$ cat config.mk
export PLATFORM = sky130hd
export DESIGN_NAME = lsu
export DESIGN_NICKNAME = d
export VERILOG_FILES = /design/src/rtl/lsu.sv
export SDC_FILE = /design/constraint.sdc
export NUM_CORES = 1
export LEC_CHECK = 0
export ABC_AREA = 1
export BUFFER_PORTS_ARGS = -buffer_cell sky130_fd_sc_hd__buf_2
export CAP_MARGIN = 20
export CORE_MARGIN = 2
export CORE_UTILIZATION = 39
export DETAILED_ROUTE_END_ITERATION = 7
export GPL_TIMING_DRIVEN = 0
export PLACE_DENSITY = 0.8
export SYNTH_ARGS = -nofsm -noshare
export SYNTH_HDL_FRONTEND = slang
export SYNTH_SLANG_ARGS = --single-unit
$ cat constraint.sdc
create_clock -name clk -period 2.4 [get_ports clk]
set_input_delay 0.6 -clock clk [delete_from_list [all_inputs] [get_ports clk]]
set_output_delay 0.6 -clock clk [all_outputs]
set_load 0.1 [all_outputs]
$ cat src/rtl/lsu.sv
// lsu: memory-stage load/store unit driving a req/ack data bus with load alignment and store strobes.
// Optional macro LSU_MISALIGN_EXC_EN: flag and suppress misaligned accesses instead of force-aligning them.
module lsu #(
  parameter int ADDR_W = 32,
  parameter int DATA_W = 32
) (
  input  logic                clk,
  input  logic                rst_n,
  input  logic [5:0]          stall_i,
  input  logic                rd_we_i,
  input  logic [DATA_W-1:0]   rd_mem_data_i,
  input  logic [4:0]          rd_addr_i,
  input  logic [ADDR_W-1:0]   mem_addr_i,
  input  logic                mem_re_i,
  input  logic                mem_we_i,
  input  logic [1:0]          mem_size_i,
  input  logic                mem_uns_i,
  output logic                mem_req_o,
  output logic                mem_wr_o,
  output logic [ADDR_W-1:0]   mem_addr_o,
  output logic [DATA_W-1:0]   mem_wdata_o,
  output logic [DATA_W/8-1:0] mem_wstrb_o,
  input  logic                mem_ack_i,
  input  logic [DATA_W-1:0]   mem_rdata_i,
  output logic                rd_we_o,
  output logic [DATA_W-1:0]   rd_wdata_o,
  output logic [4:0]          rd_addr_o,
`ifdef LSU_MISALIGN_EXC_EN
  output logic                misalign_o,
`endif
  output logic                stall_req_o
);

  typedef enum logic [1:0] {S_IDLE, S_WAIT, S_DONE} state_t;

  state_t            state, state_nxt;
  logic [DATA_W-1:0] data_q;
  logic              is_access, is_store, is_load, acc, suppress;
  logic              ack_now, load_done, req, stall_req;
  logic [DATA_W-1:0] src;
  logic              unused_stall;

  assign unused_stall = ^{stall_i[5], stall_i[3:0]};

  function automatic logic [DATA_W-1:0] fmt_load(input logic [DATA_W-1:0] w,
                                                 input logic [1:0] lane,
                                                 input logic [1:0] size,
                                                 input logic uns);
    logic [7:0]  b;
    logic [15:0] h;
    b = w[{lane, 3'b000} +: 8];
    h = lane[1] ? w[31:16] : w[15:0];
    case (size)
      2'b00:   fmt_load = uns ? {24'd0, b} : {{24{b[7]}}, b};
      2'b01:   fmt_load = uns ? {16'd0, h} : {{16{h[15]}}, h};
      default: fmt_load = w;
    endcase
  endfunction

  function automatic logic [DATA_W-1:0] fmt_wdata(input logic [DATA_W-1:0] d,
                                                  input logic [1:0] size);
    case (size)
      2'b00:   fmt_wdata = {4{d[7:0]}};
      2'b01:   fmt_wdata = {2{d[15:0]}};
      default: fmt_wdata = d;
    endcase
  endfunction

  function automatic logic [DATA_W/8-1:0] fmt_strb(input logic [1:0] lane,
                                                   input logic [1:0] size);
    case (size)
      2'b00:   fmt_strb = 4'b0001 << lane;
      2'b01:   fmt_strb = lane[1] ? 4'b1100 : 4'b0011;
      default: fmt_strb = 4'hF;
    endcase
  endfunction

  // A simultaneous read+write request is a store.
  assign is_access = mem_re_i | mem_we_i;
  assign is_store  = mem_we_i;
  assign is_load   = mem_re_i & ~mem_we_i;

`ifdef LSU_MISALIGN_EXC_EN
  logic aligned;
  always_comb begin
    aligned = 1'b1;
    case (mem_size_i)
      2'b00:   aligned = 1'b1;
      2'b01:   aligned = ~mem_addr_i[0];
      default: aligned = (mem_addr_i[1:0] == 2'b00);
    endcase
  end
  assign acc        = is_access & aligned;
  assign suppress   = is_access & ~aligned;
  assign misalign_o = rst_n & suppress;
`else
  // Misaligned accesses proceed: the lane logic only looks at the bits that survive forced alignment.
  assign acc      = is_access;
  assign suppress = 1'b0;
`endif

  always_ff @(posedge clk or negedge rst_n) begin
    if (!rst_n) state <= S_IDLE;
    else        state <= state_nxt;
  end

  always_ff @(posedge clk or negedge rst_n) begin
    if (!rst_n)       data_q <= '0;
    else if (ack_now) data_q <= mem_rdata_i;
  end

  // DONE parks a completed access so a held EX/LS register does not re-issue it.
  always_comb begin
    state_nxt = state;
    req       = 1'b0;
    stall_req = 1'b0;
    case (state)
      S_IDLE: begin
        req = acc;
        if (acc) begin
          if (mem_ack_i) begin
            state_nxt = stall_i[4] ? S_DONE : S_IDLE;
          end else begin
            state_nxt = S_WAIT;
            stall_req = 1'b1;
          end
        end
      end
      S_WAIT: begin
        req = 1'b1;
        if (mem_ack_i) state_nxt = stall_i[4] ? S_DONE : S_IDLE;
        else           stall_req = 1'b1;
      end
      S_DONE: begin
        if (!stall_i[4]) state_nxt = S_IDLE;
      end
      default: state_nxt = S_IDLE;
    endcase
  end

  assign ack_now   = mem_ack_i & req;
  assign load_done = ack_now | (state == S_DONE);
  assign src       = ack_now ? mem_rdata_i : data_q;

  assign mem_req_o   = rst_n & req;
  assign stall_req_o = rst_n & stall_req;
  assign mem_wr_o    = mem_req_o & is_store;
  assign mem_addr_o  = {mem_addr_i[ADDR_W-1:2], 2'b00};
  assign mem_wdata_o = fmt_wdata(rd_mem_data_i, mem_size_i);
  assign mem_wstrb_o = (rst_n & is_store & acc) ? fmt_strb(mem_addr_i[1:0], mem_size_i) : '0;

  assign rd_addr_o  = rd_addr_i;
  assign rd_we_o    = rst_n & rd_we_i & ~suppress & ~(is_load & ~load_done);
  assign rd_wdata_o = !rst_n ? '0 :
                      is_load ? fmt_load(src, mem_addr_i[1:0], mem_size_i, mem_uns_i) :
                      rd_mem_data_i;

endmodule

==> metrics.md <==
| Metric | Value |
|---|---|
| Status | complete, but fails checks |
| Failing checks | setup timing |
| # port buffers | 180 |
| Final Instance Area | between 6000 and 7000 um2 |
| WHS | between 0.1 and 0.15 ns |
| Final clock skew | about 0.0092 ns |
| Drt drc | 0 |
| Leading cell type in the layout, fill and taps excluded | buf_2 |
| Slew HR | 63.59% |
| Fillers | 562 |
| Area added between synthesis and finish | 93.04% |
| Maximum buffer depth of the clock tree | 2 |
| Num ports | between 200 and 250 |
| Min Tclk post-route | a little over 3 ns |
| Clk root buf | clkbuf_8 |
| Worst Tran Pin Value | around 0.55 ns |
| Vias per cell | roughly 5.6 |
| Largest net degree at the start of global routing | 42 |
| Critical path origin | state[1] |
| Setup CP Type | reg2out |
| Worst hold path class | in2async |
| Peak VDD IR | ~0.00032 V |
| Worst R2R Start | state[1] |
| CP Depth | 15 |
| Yosys cell types | 31 |
| Initial cell density of the core | 39.74% |
| FF+latch count, synth | 34 |
| Leak | ~3.2 nW |
| Clock transition at the registers of the reported paths | 0.07 ns |
| Number of global-route vias before repair | ~4800 |
| Post-Synthesis Cells | around 540 |
| Max Transition Viols Final | 0 |
| Initial DRT Pass Iterations | 6 |
| Reg2Reg Setup Slack | roughly 0.80 ns |
| Syn Area/Cell | 6.370 um2 |
| Routed via count | between 4000 and 5000 |
| RSZ-0062 raised after global routing | yes |
| Grt ovf | 0 |
| Commonest non-fill, non-tap cells in the layout | buf_2 (126), nand2_1 (107), buf_4 (73), inv_1 (56), buf_12 (41) |
| Die width | 97.57 um |
| Buf/Inv on CP | 6 |
| Maximum level of the CTS H-tree | 2 |
| Clock sinks | 34 |
| Die span in y | 97.57 um |
| Max_cap viols | 0 |
| DPL Wire Length | roughly 11000 um |
| Slowest-stage cell, CP | dfrtp_1 |
| Final #Nets | 870 |
| Iter 0 DRT Violations | about 430 |
| Element type at the critical path start | register |
| Pwr per Cell Area | about 600 nW/um2 |
| Drt total wl | 16660 um |
| CTS tree | yes |
| Peak fanout along the critical path | 5 |
| GRT Util Overall | approximately 31% |
| CTS Buf Count | 5 |
| Cell Rows | 34 |
| Post-route clock period utilization | 129.2% |
| Final setup vio count | 35 |
| Fmax | roughly 0.32 GHz |
| Netlist Area Pre-Place | approximately 3400 um2 |
| Antenna violations before repair | 0 |
| Hold violation total from the final report | 0 |
| Global placement routability congestion | 0.9443 |
| Post-DP Area | 5007 um2 |
| Worst setup EP type | output port |
| Final ANT Viol Nets | 0 |
| Sequential share of the synthesized area | ~25% |
| Max stage delay on crit path | 0.40 ns |
| CP most frequent cell | buf_12 |
| Worst endpoint data arrival time | 2.50 ns |
| Hold Buf Count CTS | 0 |
| Ant. Diodes | 0 |
| Yosys warns | 0 |
| Largest delay share family, worst path | simple AND/OR/NAND/NOR gates |
| Total power | just under 0.004 W |
| Full die area | about 9500 um2 |
| First-pass GRT wire length | roughly 24000 um |
| Setup ws final | -0.7008 ns |
| Worst path cell trace | inv_2 -> nand2_2 -> nand2_4 -> buf_6 -> nand3_2 -> nand3_2 -> inv_2 -> nor2_4 -> nand2_4 -> nand2_8 -> buf_12 -> buf_12 -> nand3_4 -> a21oi_4 -> buf_12 |
| Critical Path RT | 1.80 ns |
| Worst skew pair latency | roughly 0.30 ns |
| Register-to-Register Path Depth | 9 |
| Share of cells above drive strength 1 | between 60% and 70% |
| Core area | approximately 8600 um2 |
| Drt wl/cell | 19.31 um |
-- worst reg2reg max path: cells and delay by family, from the launching register on --
family	cells	cell delay, ns
DFF	1	0.37
and+or+nand+nor	4	0.39
buffers and inverters	4	0.58
AOI/OAI and AO/OA	1	0.13
-- area by class of cell --
cell class / count / area, um2 / area share (%)
tap: 108 / 135.1 / 2.050
buffer: 72 / 576.8 / 8.751
clock buffer: 5 / 68.82 / 1.044
inverter: 68 / 262.8 / 3.986
timing repair buffer: 211 / 1852 / 28.09
multi-input combinational: 362 / 2776 / 42.12
sequential: 34 / 850.8 / 12.91
clock inverter: 3 / 68.82 / 1.044
-- metal layers --
| layer | track usage [%] | routed length (um) | up-vias | part of all wire [%] |
|---|---|---|---|---|
| li1 | - | - | 2123 | - |
| met3 | 4.101 | 1468 | 89 | 8.8 |
| met2 | 55.38 | 8386 | 398 | 50 |
| met5 | 0 | 0 | - | 0 |
| met1 | 35.61 | 5665 | 2182 | 34 |
| met4 | 19.12 | 1142 | 0 | 6.9 |
-- registers in the layout, summed over array words and instances, names as in the netlist --
name / flops
data_q: 32
state: 2
-- cell usage after synthesis --
library cell,count,share of area [%]
and2_1,1,0.18
clkbuf_1,14,1.5
nor2_1,29,3.2
nand2_2,6,1.1
a211oi_1,2,0.44
nor2_4,2,0.66
o22ai_1,2,0.37
inv_1,63,6.9
o2111ai_1,1,0.26
nor3_1,1,0.15
dfrtp_1,34,25
a21oi_1,26,3.8
nand3_1,34,5.0
o21ai_2,5,1.3
o21ai_1,4,0.59
conb_1,1,0.11
buf_12,1,0.59
buf_1,2,0.22
o211ai_1,20,4.4
buf_6,1,0.33
nand3_2,13,3.8
nand2_4,3,0.99
buf_2,8,1.2
buf_4,47,10
o21ai_0,58,8.5
nand3b_1,1,0.22
nand2_1,140,15
a41oi_1,1,0.26
a21oi_2,10,2.6
nor2_2,1,0.18
inv_2,5,0.55
-- through the flow --
step           util [%]  TNS [ns]  std cells  setup slack, ns
2_1_floorplan         -    -17.05        537          -0.5276
3_3_place_gp      58.10    -38.95        825          -0.9453
3_5_place_dp      58.27    -40.02        826          -0.9499
4_1_cts           72.35    -14.47        852          -0.5792
5_1_grt           76.70    -19.89        863          -0.7503
6_report          76.70    -18.40        863          -0.7008
-- final timing paths --
check	endpoint
hold reg to reg	data_q[22]
min in group clk	data_q[22]
hold / removal	data_q[31]
setup / recovery	rd_wdata_o[21]
setup reg to reg	data_q[25]
max in group asynchronous	data_q[16]
-- where the power goes --
group | internal, W | total [W] | switching, W
Clock | 0.000416 | 0.000651 | 0.000235
Sequential | 0.000672 | 0.000718 | 0.0000461
Combinational | 0.000769 | 0.00256 | 0.00180
-- timing repair --
action | 4_1_cts | 5_1_grt
resized for setup | 262 | 76
endpoints found under the setup margin | 56 | 52
pin swaps | 45 | 31
buffers inserted | 16 | 11
gates cloned | 2 | 2
-- cell families (layout without fill, tap and decap cells) --
logic type | Yosys count | count (layout) | share of synthesized area [%]
AOI/OAI and AO/OA | 129 | 129 | 22.46
buffers and inverters | 141 | 359 | 21.66
DFF | 34 | 34 | 24.92
other | 1 | 2 | 0.1098
and+or+nand+nor | 231 | 231 | 30.85
(Power assumes the default switching activity.)
